`src/rtl/fetch_pkg.sv`:
```
`default_nettype none
// ============================================================================
//  Module   : fetch_pkg
//  Purpose  : Shared types and constants for the instruction-fetch stage:
//             fetch state encoding, halt/nop encodings and the MIPS
//             jump-target concatenation helper.
//  Ports    : none (package)
//  Revision : 1.0  initial release
// ============================================================================
package fetch_pkg;

  typedef enum logic [0:0] {
    RUN    = 1'b0,
    HALTED = 1'b1
  } fetch_state_e;

  localparam logic [31:0] HALT_WORD = 32'hFFFF_FFFF;
  localparam logic [31:0] NOP_WORD  = 32'h0000_0000;

  // MIPS J-type target: upper six bits of the jump's PC+1 above the
  // 26-bit word index. Addresses are word-indexed, so no <<2 here.
  function automatic logic [31:0] jump_concat(input logic [31:0] pc_plus1,
                                              input logic [25:0] index);
    return {pc_plus1[31:26], index};
  endfunction

endpackage
`default_nettype wire

```
`src/rtl/fetch_if.sv`:
```
`default_nettype none
// ============================================================================
//  Module   : fetch_if
//  Purpose  : Bundles the fetch stage's memory, decode-feedback and IF/ID
//             signals.
//  Ports    : master - fetch unit side (drives PC, IF/ID, status)
//             slave  - environment side (memory data, stall, redirects)
//  Revision : 1.0  initial release
// ============================================================================
interface fetch_if;

  logic [31:0] program_counter;
  logic [31:0] instruction;
  logic        stall;
  logic        branch_taken;
  logic [31:0] branch_pc_plus1;
  logic [15:0] branch_offset;
  logic        jump;
  logic [25:0] jump_target;
  logic [31:0] ifid_instruction;
  logic [31:0] ifid_pc_plus1;
  logic        ifid_valid;
  logic        halted;
  logic [31:0] fetch_count;

  modport master (
    output program_counter, ifid_instruction, ifid_pc_plus1, ifid_valid,
           halted, fetch_count,
    input  instruction, stall, branch_taken, branch_pc_plus1, branch_offset,
           jump, jump_target
  );

  modport slave (
    input  program_counter, ifid_instruction, ifid_pc_plus1, ifid_valid,
           halted, fetch_count,
    output instruction, stall, branch_taken, branch_pc_plus1, branch_offset,
           jump, jump_target
  );

endinterface
`default_nettype wire

```
`src/rtl/next_pc_calc.sv`:
```
`default_nettype none
// ============================================================================
//  Module   : next_pc_calc
//  Purpose  : Combinational next-PC selection. Computes sequential PC+1,
//             branch target and jump target, all reduced modulo MEM_DEPTH
//             so the PC never leaves the instruction memory.
//  Ports    : pc              in  32  current PC
//             branch_taken    in   1  taken conditional branch
//             branch_pc_plus1 in  32  PC+1 of the branch/jump in decode
//             branch_offset   in  16  signed word offset
//             jump            in   1  unconditional jump
//             jump_target     in  26  jump word index
//             pc_plus1        out 32  (pc+1) mod MEM_DEPTH
//             redirect        out  1  jump | branch_taken
//             next_pc         out 32  selected next PC (jump > branch > seq)
//  Revision : 1.0  initial release
// ============================================================================
module next_pc_calc
  import fetch_pkg::*;
#(
  parameter int MEM_DEPTH = 256
) (
  input  logic [31:0] pc,
  input  logic        branch_taken,
  input  logic [31:0] branch_pc_plus1,
  input  logic [15:0] branch_offset,
  input  logic        jump,
  input  logic [25:0] jump_target,
  output logic [31:0] pc_plus1,
  output logic        redirect,
  output logic [31:0] next_pc
);

  localparam logic [31:0] DEPTH = 32'(MEM_DEPTH);

  logic [31:0] branch_sum;
  logic [31:0] branch_pc;
  logic [31:0] jump_pc;

  assign pc_plus1 = (pc + 32'd1) % DEPTH;

  // Negative offsets wrap through 2^32 first; for power-of-two depths the
  // modulo then lands on the expected word below the branch.
  assign branch_sum = branch_pc_plus1 + {{16{branch_offset[15]}}, branch_offset};
  assign branch_pc  = branch_sum % DEPTH;
  assign jump_pc    = jump_concat(branch_pc_plus1, jump_target) % DEPTH;

  assign redirect = jump | branch_taken;
  assign next_pc  = jump         ? jump_pc   :
                    branch_taken ? branch_pc : pc_plus1;

endmodule
`default_nettype wire

```
`src/rtl/fetch_unit.sv`:
```
`default_nettype none
// ============================================================================
//  Module   : fetch_unit
//  Purpose  : Instruction-fetch stage. Owns the PC, latches the word
//             returned by instruction memory into IF/ID, handles stall,
//             branch/jump redirect with flush, halt-word detection and a
//             count of valid fetches.
//  Ports    : clk    in  1  rising-edge clock
//             reset  in  1  synchronous active-high reset
//             bus    fetch_if.master  memory address/data, decode feedback,
//                    IF/ID outputs, halted, fetch_count
//  Revision : 1.0  initial release
// ============================================================================
module fetch_unit #(
  parameter int          MEM_DEPTH = 256,
  parameter logic [31:0] RESET_PC  = 32'd0,
  parameter logic [31:0] HALT_WORD = fetch_pkg::HALT_WORD
) (
  input  logic           clk,
  input  logic           reset,
  fetch_if.master        bus
);

  fetch_pkg::fetch_state_e state, state_next;

  logic [31:0] pc, pc_next;
  logic [31:0] ifid_instr, ifid_instr_next;
  logic [31:0] ifid_pp1, ifid_pp1_next;
  logic        ifid_valid, ifid_valid_next;
  logic [31:0] count, count_next;

  logic [31:0] pc_plus1;
  logic        redirect;
  logic [31:0] next_pc;

  next_pc_calc #(
    .MEM_DEPTH (MEM_DEPTH)
  ) u_next_pc_calc (
    .pc              (pc),
    .branch_taken    (bus.branch_taken),
    .branch_pc_plus1 (bus.branch_pc_plus1),
    .branch_offset   (bus.branch_offset),
    .jump            (bus.jump),
    .jump_target     (bus.jump_target),
    .pc_plus1        (pc_plus1),
    .redirect        (redirect),
    .next_pc         (next_pc)
  );

  always_ff @(posedge clk) begin
    if (reset) begin
      state      <= fetch_pkg::RUN;
      pc         <= RESET_PC;
      ifid_instr <= fetch_pkg::NOP_WORD;
      ifid_pp1   <= 32'd0;
      ifid_valid <= 1'b0;
      count      <= 32'd0;
    end else begin
      state      <= state_next;
      pc         <= pc_next;
      ifid_instr <= ifid_instr_next;
      ifid_pp1   <= ifid_pp1_next;
      ifid_valid <= ifid_valid_next;
      count      <= count_next;
    end
  end

  always_comb begin
    state_next      = state;
    pc_next         = pc;
    ifid_instr_next = ifid_instr;
    ifid_pp1_next   = ifid_pp1;
    ifid_valid_next = ifid_valid;
    count_next      = count;

    case (state)
      fetch_pkg::RUN: begin
        if (redirect) begin
          // Redirect beats stall: the word in flight is on the wrong path.
          pc_next         = next_pc;
          ifid_instr_next = fetch_pkg::NOP_WORD;
          ifid_valid_next = 1'b0;
        end else if (bus.stall) begin
          // hold everything
        end else if (bus.instruction == HALT_WORD) begin
          // Halt word is delivered downstream, but the PC stays put.
          ifid_instr_next = bus.instruction;
          ifid_pp1_next   = pc_plus1;
          ifid_valid_next = 1'b1;
          count_next      = count + 32'd1;
          state_next      = fetch_pkg::HALTED;
        end else begin
          ifid_instr_next = bus.instruction;
          ifid_pp1_next   = pc_plus1;
          ifid_valid_next = 1'b1;
          pc_next         = pc_plus1;
          count_next      = count + 32'd1;
        end
      end
      fetch_pkg::HALTED: begin
        // Stall is ignored here; only an older redirect can restart fetch.
        ifid_valid_next = 1'b0;
        if (redirect) begin
          pc_next         = next_pc;
          ifid_instr_next = fetch_pkg::NOP_WORD;
          state_next      = fetch_pkg::RUN;
        end
      end
      default: state_next = fetch_pkg::RUN;
    endcase
  end

  assign bus.program_counter  = pc;
  assign bus.ifid_instruction = ifid_instr;
  assign bus.ifid_pc_plus1    = ifid_pp1;
  assign bus.ifid_valid       = ifid_valid;
  assign bus.halted           = (state == fetch_pkg::HALTED);
  assign bus.fetch_count      = count;

endmodule
`default_nettype wire
```
`src/flat_wrapper.sv`:
```
// flat-port wrapper written by rule: the top's interface ports become plain ports
module fetch_unit_flat 
#(
  parameter int          MEM_DEPTH = 256,
  parameter logic [31:0] RESET_PC  = 32'd0,
  parameter logic [31:0] HALT_WORD = fetch_pkg::HALT_WORD
)
  (clk, reset, bus_program_counter, bus_ifid_instruction, bus_ifid_pc_plus1, bus_ifid_valid, bus_halted, bus_fetch_count, bus_instruction, bus_stall, bus_branch_taken, bus_branch_pc_plus1, bus_branch_offset, bus_jump, bus_jump_target);
  fetch_if bus_i ();
  input  logic clk;
  input  logic reset;
  output wire logic [$bits(bus_i.program_counter)-1:0] bus_program_counter;
  output wire logic [$bits(bus_i.ifid_instruction)-1:0] bus_ifid_instruction;
  output wire logic [$bits(bus_i.ifid_pc_plus1)-1:0] bus_ifid_pc_plus1;
  output wire logic [$bits(bus_i.ifid_valid)-1:0] bus_ifid_valid;
  output wire logic [$bits(bus_i.halted)-1:0] bus_halted;
  output wire logic [$bits(bus_i.fetch_count)-1:0] bus_fetch_count;
  input wire logic [$bits(bus_i.instruction)-1:0] bus_instruction;
  input wire logic [$bits(bus_i.stall)-1:0] bus_stall;
  input wire logic [$bits(bus_i.branch_taken)-1:0] bus_branch_taken;
  input wire logic [$bits(bus_i.branch_pc_plus1)-1:0] bus_branch_pc_plus1;
  input wire logic [$bits(bus_i.branch_offset)-1:0] bus_branch_offset;
  input wire logic [$bits(bus_i.jump)-1:0] bus_jump;
  input wire logic [$bits(bus_i.jump_target)-1:0] bus_jump_target;
  assign bus_program_counter = bus_i.program_counter;
  assign bus_ifid_instruction = bus_i.ifid_instruction;
  assign bus_ifid_pc_plus1 = bus_i.ifid_pc_plus1;
  assign bus_ifid_valid = bus_i.ifid_valid;
  assign bus_halted = bus_i.halted;
  assign bus_fetch_count = bus_i.fetch_count;
  assign bus_i.instruction = bus_instruction;
  assign bus_i.stall = bus_stall;
  assign bus_i.branch_taken = bus_branch_taken;
  assign bus_i.branch_pc_plus1 = bus_branch_pc_plus1;
  assign bus_i.branch_offset = bus_branch_offset;
  assign bus_i.jump = bus_jump;
  assign bus_i.jump_target = bus_jump_target;
  fetch_unit #(.MEM_DEPTH(MEM_DEPTH), .RESET_PC(RESET_PC), .HALT_WORD(HALT_WORD)) u_core (.clk(clk), .reset(reset), .bus(bus_i));
endmodule
```
`config.mk`:
```
export PLATFORM = sky130hd
export DESIGN_NAME = fetch_unit_flat
export DESIGN_NICKNAME = d
export VERILOG_FILES = /design/src/rtl/fetch_pkg.sv /design/src/rtl/fetch_if.sv /design/src/rtl/next_pc_calc.sv /design/src/rtl/fetch_unit.sv /design/src/flat_wrapper.sv
export SDC_FILE = /design/constraint.sdc
export NUM_CORES = 1
export LEC_CHECK = 0
export CAP_MARGIN = 40
export CORE_MARGIN = 5
export CORE_UTILIZATION = 35
export CTS_CLUSTER_SIZE = 30
export DETAILED_ROUTE_END_ITERATION = 8
export GPL_ROUTABILITY_DRIVEN = 0
export PLACE_DENSITY = 0.86
export SLEW_MARGIN = 20
export SYNTH_ARGS = -nofsm -noshare
export SYNTH_HDL_FRONTEND = slang
export SYNTH_SLANG_ARGS = --single-unit
```
`constraint.sdc`:
```
create_clock -name clk -period 2.9 [get_ports clk]
set_clock_uncertainty 0.15 [all_clocks]
set_input_delay 0.58 -clock clk [delete_from_list [all_inputs] [get_ports clk]]
set_output_delay 0.58 -clock clk [all_outputs]
set_load 0.1 [all_outputs]
```
Word-level counts from Yosys, hierarchy flattened

Cells that the tools add are included.

Add/sub/neg operators: 3
Multiply operators: 0
Divide/modulo/power cells: 0
Order comparisons: 0
Equality and inequality tests: 4
Shifts and indexed selects: 0
Multiplexer cells: 19
Bitwise logic cells: 4
Reduce and logical (&&, ||, !) cells: 3

Operators with widths:

| kind                                                  | number |
|---|---|
| 2-to-1 mux 32 bit                                     | 7 |
| one-hot mux 32 bit (2 select lines)                   | 2 |
| adder 32 x 1 -> 32 bit, second input constant         | 1 |
| equality test 32 bit, second input constant           | 1 |
| 2-to-1 mux 8 bit                                      | 2 |
| adder 8 x 1 -> 8 bit, second input constant           | 1 |
| adder 8 bit                                           | 1 |
| 2-to-1 mux 1 bit                                      | 6 |
| inequality test 3 x 2 -> 1 bit, second input constant | 2 |
| AND reduction 3 bit                                   | 2 |
| one-hot mux 1 bit (2 select lines)                    | 2 |
| NOT 1 bit                                             | 3 |
| inequality test 2 bit, second input constant          | 1 |
| AND reduction 2 bit                                   | 1 |
| OR 1 bit                                              | 1 |

Register bits: 106
Bits in latches: 0
RAM bits: 0
ROM bits: 0
Output and inout bits: 130
Word-level logic and storage cells: 39
Memories: 0

Longest topological paths before layout

Depth after elaboration: 5
Mapped depth: 8

Modules after synthesis

A second synthesis with hierarchy kept.

Cells, all modules: 966
Area, all modules: 7397.1 um2

By module, submodules not included:

| module       | times used | cells each | area each (um2) | sequential area each (um2) |
|---|---|---|---|---|
| fetch_unit   | 1          | 819        | 6326.1          | 2602.5 |
| next_pc_calc | 1          | 147        | 1071.0          | 0.0 |

Least setup slack after synthesis

Ideal clock, no wire load.

Path kind: reg-to-reg
Start point: register u_core.state, in the netlist u_core.bus.halted
End point: register u_core.count[31], in the netlist u_core.bus.fetch_count[31]
Library setup time: 70 ps
Arrival time: 2595 ps
Path slack: 84 ps
Stages on the path, launching flop included: 7
Cells stage by stage: dfxtp_1 or4_1 buf_2 nor4_4 nand3_1 or4_1 a21oi_1

Longest elaborated chain between the ends: 2

Ends and longest elaborated chain:

| item                          | RTL line         | source |
|---|---|---|
| start: declaration            | fetch_unit.sv:24 | `fetch_pkg::fetch_state_e state, state_next;` |
| start signal: assignment      | fetch_unit.sv:52 | `state <= fetch_pkg::RUN;` |
| start signal: assignment      | fetch_unit.sv:59 | `state <= state_next;` |
| NOT 1 bit                     | -                |  |
| AND reduction 3 bit (no line) | -                |  |
| end signal: assignment        | fetch_unit.sv:64 | `count <= count_next;` |
| end: declaration              | fetch_unit.sv:30 | `logic [31:0] count, count_next;` |

No other way between the ends.
A chain may end at the register's enable or synchronous reset.

Worst setup path after layout

Start point: input port bus_branch_offset[1]
End point: register u_core.pc[7], in the netlist u_core.bus.program_counter[7]

Longest elaborated chain between the ends: 5

Ends and longest elaborated chain:

| item                                        | RTL line                            | source |
|---|---|---|
| start: declaration                          | flat_wrapper.sv:22                  | `input wire logic [$bits(bus_i.branch_offset)-1:0] bus_branch_offset;` |
| adder 8 bit *                               | next_pc_calc.sv:44                  | `assign branch_sum = branch_pc_plus1 + {{16{branch_offset[15]}}, branch_offset};` |
| 2-to-1 mux 8 bit *                          | next_pc_calc.sv:50                  | `branch_taken ? branch_pc : pc_plus1;` |
| 2-to-1 mux 8 bit *                          | next_pc_calc.sv:49                  | `assign next_pc = jump ? jump_pc :` |
| 2-to-1 mux 32 bit, on equally long branches | fetch_unit.sv:103, fetch_unit.sv:78 |  |
| one-hot mux 32 bit (2 select lines) *       | fetch_unit.sv:76                    | `case (state)` |
| end signal: assignment                      | fetch_unit.sv:60                    | `pc <= pc_next;` |
| end: declaration                            | fetch_unit.sv:26                    | `logic [31:0] pc, pc_next;` |

Every way passes the cells marked *; elsewhere a longest branch is shown, timed or not. The select of a mux whose other input is x is not followed.

==> impl_metrics.env <==
export IMPL_synth_edf_count=0
export IMPL_setup_viol=0
export IMPL_stdcell_area_sq_um=5900
export IMPL_grt_pass1_vias=3870
export IMPL_crit_top_cell="a211oi_1"
export IMPL_cpPeakStageDelay_ns=0.45
export IMPL_wl_mm=11.9
export IMPL_rows=40
export IMPL_fill_cells=1128
export IMPL_critPathLaunch="bus_branch_offset[1]"
export IMPL_rrSetupSlack_ns=0.66
export IMPL_portBuffers=142
export IMPL_status="finished clean"
export IMPL_grtUsageTotal=0.159
export IMPL_cp_start_kind="primary input"
export IMPL_cts_buffer_depth=2
export IMPL_synth_distinct_cells=52
export IMPL_r2r_start="u_core.bus.halted$_SDFF_PP0_"
export IMPL_start_util=0.358
export IMPL_power_mw=3.00
export IMPL_synth_common_cells="nand2_1, dfxtp_1, nor2_1, buf_4, a21oi_1"
export IMPL_num_io_pins=241
export IMPL_slew_viol_final=0
export IMPL_cts_root_buffer="clkbuf_16"
export IMPL_worstSetupPathType="in -> reg"
export IMPL_ant_nets=0
export IMPL_grt_max_degree=48
export IMPL_crit_family="compound AO/OA/AOI/OAI gates"
export IMPL_final_util=0.491
export IMPL_synth_ff_type="dfxtp_1"
export IMPL_grt_pass1_wl_mm=18.6
export IMPL_tightest_slew_ns=0.477
export IMPL_cts_resized=0
export IMPL_syn_area_sq_um=4300
export IMPL_min_path_type="reg -> reg"
export IMPL_route_detailed_vias_per_inst=4.96
export IMPL_yosysSeqAreaShare=0.382
export IMPL_crit_required_ns=2.95
export IMPL_end_kind="flop"
export IMPL_fin_crit_ns=2.72
export IMPL_critical_path_arrival_ns=2.77
export IMPL_synth_top_area_share=0.382
export IMPL_grt_setup_unrepaired="no"
export IMPL_dpl_cell_area_sq_um=5630
export IMPL_synth_async_sr_flop_share=0
export IMPL_diodes=0
export IMPL_worst_slew_margin_rel=0.673
export IMPL_dpl_hpwl_mm=9.36
export IMPL_cap_violations=0
export IMPL_min_period_over_period=0.940
export IMPL_path_clk_slew_ns=0.06
export IMPL_synthMostInstantiatedCell="nand2_1"
export IMPL_drt_initial_drc_count=305
export IMPL_cts_tree="built"
export IMPL_die_area_sq_um=14600
export IMPL_p_per_area_nw_per_um2=509
export IMPL_worst_path_buf_inv=1
export IMPL_p_leak_nw=2.43
export IMPL_crit_chain="clkdlybuf4s50_1 > ha_1 > a211oi_1 > o21ai_0 > and3b_1 > a2111oi_0 > a211oi_1"
export IMPL_ys_warn_count=0
export IMPL_core_sq_um=12000
export IMPL_nets=810
export IMPL_drive_gt1_frac=0.195
export IMPL_cts_buffers_inserted=9
export IMPL_die_h_microns=121
export IMPL_wl_per_cell_microns=14.1
export IMPL_peakVddDrop_uv=371
export IMPL_synth_avg_cell_area_sq_um=8.02
export IMPL_synth_top_cell_by_area="dfxtp_1"
export IMPL_numClockSinks=82
export IMPL_num_vias=4165
export IMPL_die_w_microns=121
export IMPL_area_growth_pct=37.2
export IMPL_max_freq_mhz=367
export IMPL_clkLatencyLatePin_ns=0.33
export IMPL_cts_hold_buf=0
export IMPL_antenna_found_initial=1
export IMPL_cpMaxStageDelayCell="a2111oi_0"
export IMPL_hp_start="u_core.bus.ifid_instruction[5]$_SDFFE_PP0P_"
export IMPL_ys_seq_elements=82
export IMPL_grt_ovfl_total=0
export IMPL_firstDrtPassIters=4
export IMPL_htreeDepth=3
export IMPL_yosys_top_cells_area="dfxtp_1, buf_4, nand2_1"
export IMPL_drc_errors=0
export IMPL_post_cts_buffers=0
export IMPL_crit_fanout=3
export IMPL_syn_inst=536
export IMPL_final_hold_violation_count=0
==> layout make-up <==
type / count / area (sq um) / area share
tap: 147 / 184 / 0.0312
clock inverter: 5 / 32.5 / 0.00552
inverter: 11 / 41.3 / 0.00700
timing repair buffer: 168 / 1430 / 0.243
multi-input combinational: 417 / 2340 / 0.396
sequential: 82 / 1640 / 0.278
clock buffer: 10 / 229 / 0.0388
==> where the power goes <==
part | switching (mW) | internal [mW]
clock network | 0.448 | 0.573
logic | 0.611 | 0.192
registers | 0.0259 | 1.15
total | 1.08 | 1.92
==> layout by cell type, fill, tap and decap left out, drive strengths merged, types with 3 or more instances in the layout <==
cell and n:
xor2 15, nor4 9, nand2 89, o22ai 3
a21o 3, and3 9, ha 9, or3 5
clkdlybuf4s50 59, nand2b 6, a21oi 44, inv 10
buf 109, nor3 12, nand4 19, and4 3
conb 48, o21ai 10, clkinv 6, xnor2 18
a2111oi 4, clkbuf 10, a211oi 14, nand3 15
mux2 3, dfxtp 82, nor2 49
==> flip-flops by register name (all words and copies together) (netlist names) <==
| name | count |
|---|---|
| u_core.bus.fetch_count | 32 |
| u_core.bus.ifid_pc_plus1 | 8 |
| u_core.bus.halted | 1 |
| u_core.bus.program_counter | 8 |
| u_core.bus.ifid_instruction | 32 |
| u_core.bus.ifid_valid | 1 |
==> worst register-to-register path, stage by stage, from the launching register on <==
cell     delay (ns)
dfxtp_1        0.30
or4_1          0.60
nor4_4         0.33
nand3_1        0.13
or4_1          0.51
a21oi_1        0.14
==> logic make-up after synthesis <==
group	after synthesis	share of synthesized area
mux	3	0.00786
fa+ha+maj	10	0.0309
buf+inv	84	0.116
simple gates	229	0.258
compound gates	94	0.137
flops	82	0.382
xor+xnor	33	0.0673
other cells	1	0.000873
==> layer usage <==
| layer | GRT usage | wire length (microns) | vias up | part of all wire |
|---|---|---|---|---|
| met5 | 0 | 13 | - | 0.0011 |
| li1 | - | - | 2077 | - |
| met1 | 0.184 | 4940 | 1901 | 0.42 |
| met4 | 0.0574 | 243 | 2 | 0.020 |
| met3 | 0.0683 | 1140 | 22 | 0.096 |
| met2 | 0.260 | 5530 | 163 | 0.47 |
==> final timing paths <==
check,endpoint,depth (start not counted)
worst max-delay path,u_core.bus.program_counter[7]$_SDFFE_PP0P_,7
worst min-delay path,u_core.bus.ifid_instruction[5]$_SDFFE_PP0P_,2
worst max register to register,u_core.bus.fetch_count[31]$_SDFFE_PP0P_,5
worst min register to register,u_core.bus.ifid_instruction[5]$_SDFFE_PP0P_,2
==> metrics by stage <==
step	instances	hold WS, ns	TNS [ns]	setup slack [ns]
after floorplan	583	0.566	0	0.0843
after CTS	840	0.305	0	0.227
after global placement	825	0.292	-0.259	-0.0813
after detailed placement	825	0.297	-0.408	-0.125
after global routing	840	0.325	0	0.0874
final	840	0.303	0	0.175
No activity file was read; power rests on OpenSTA's default activity.
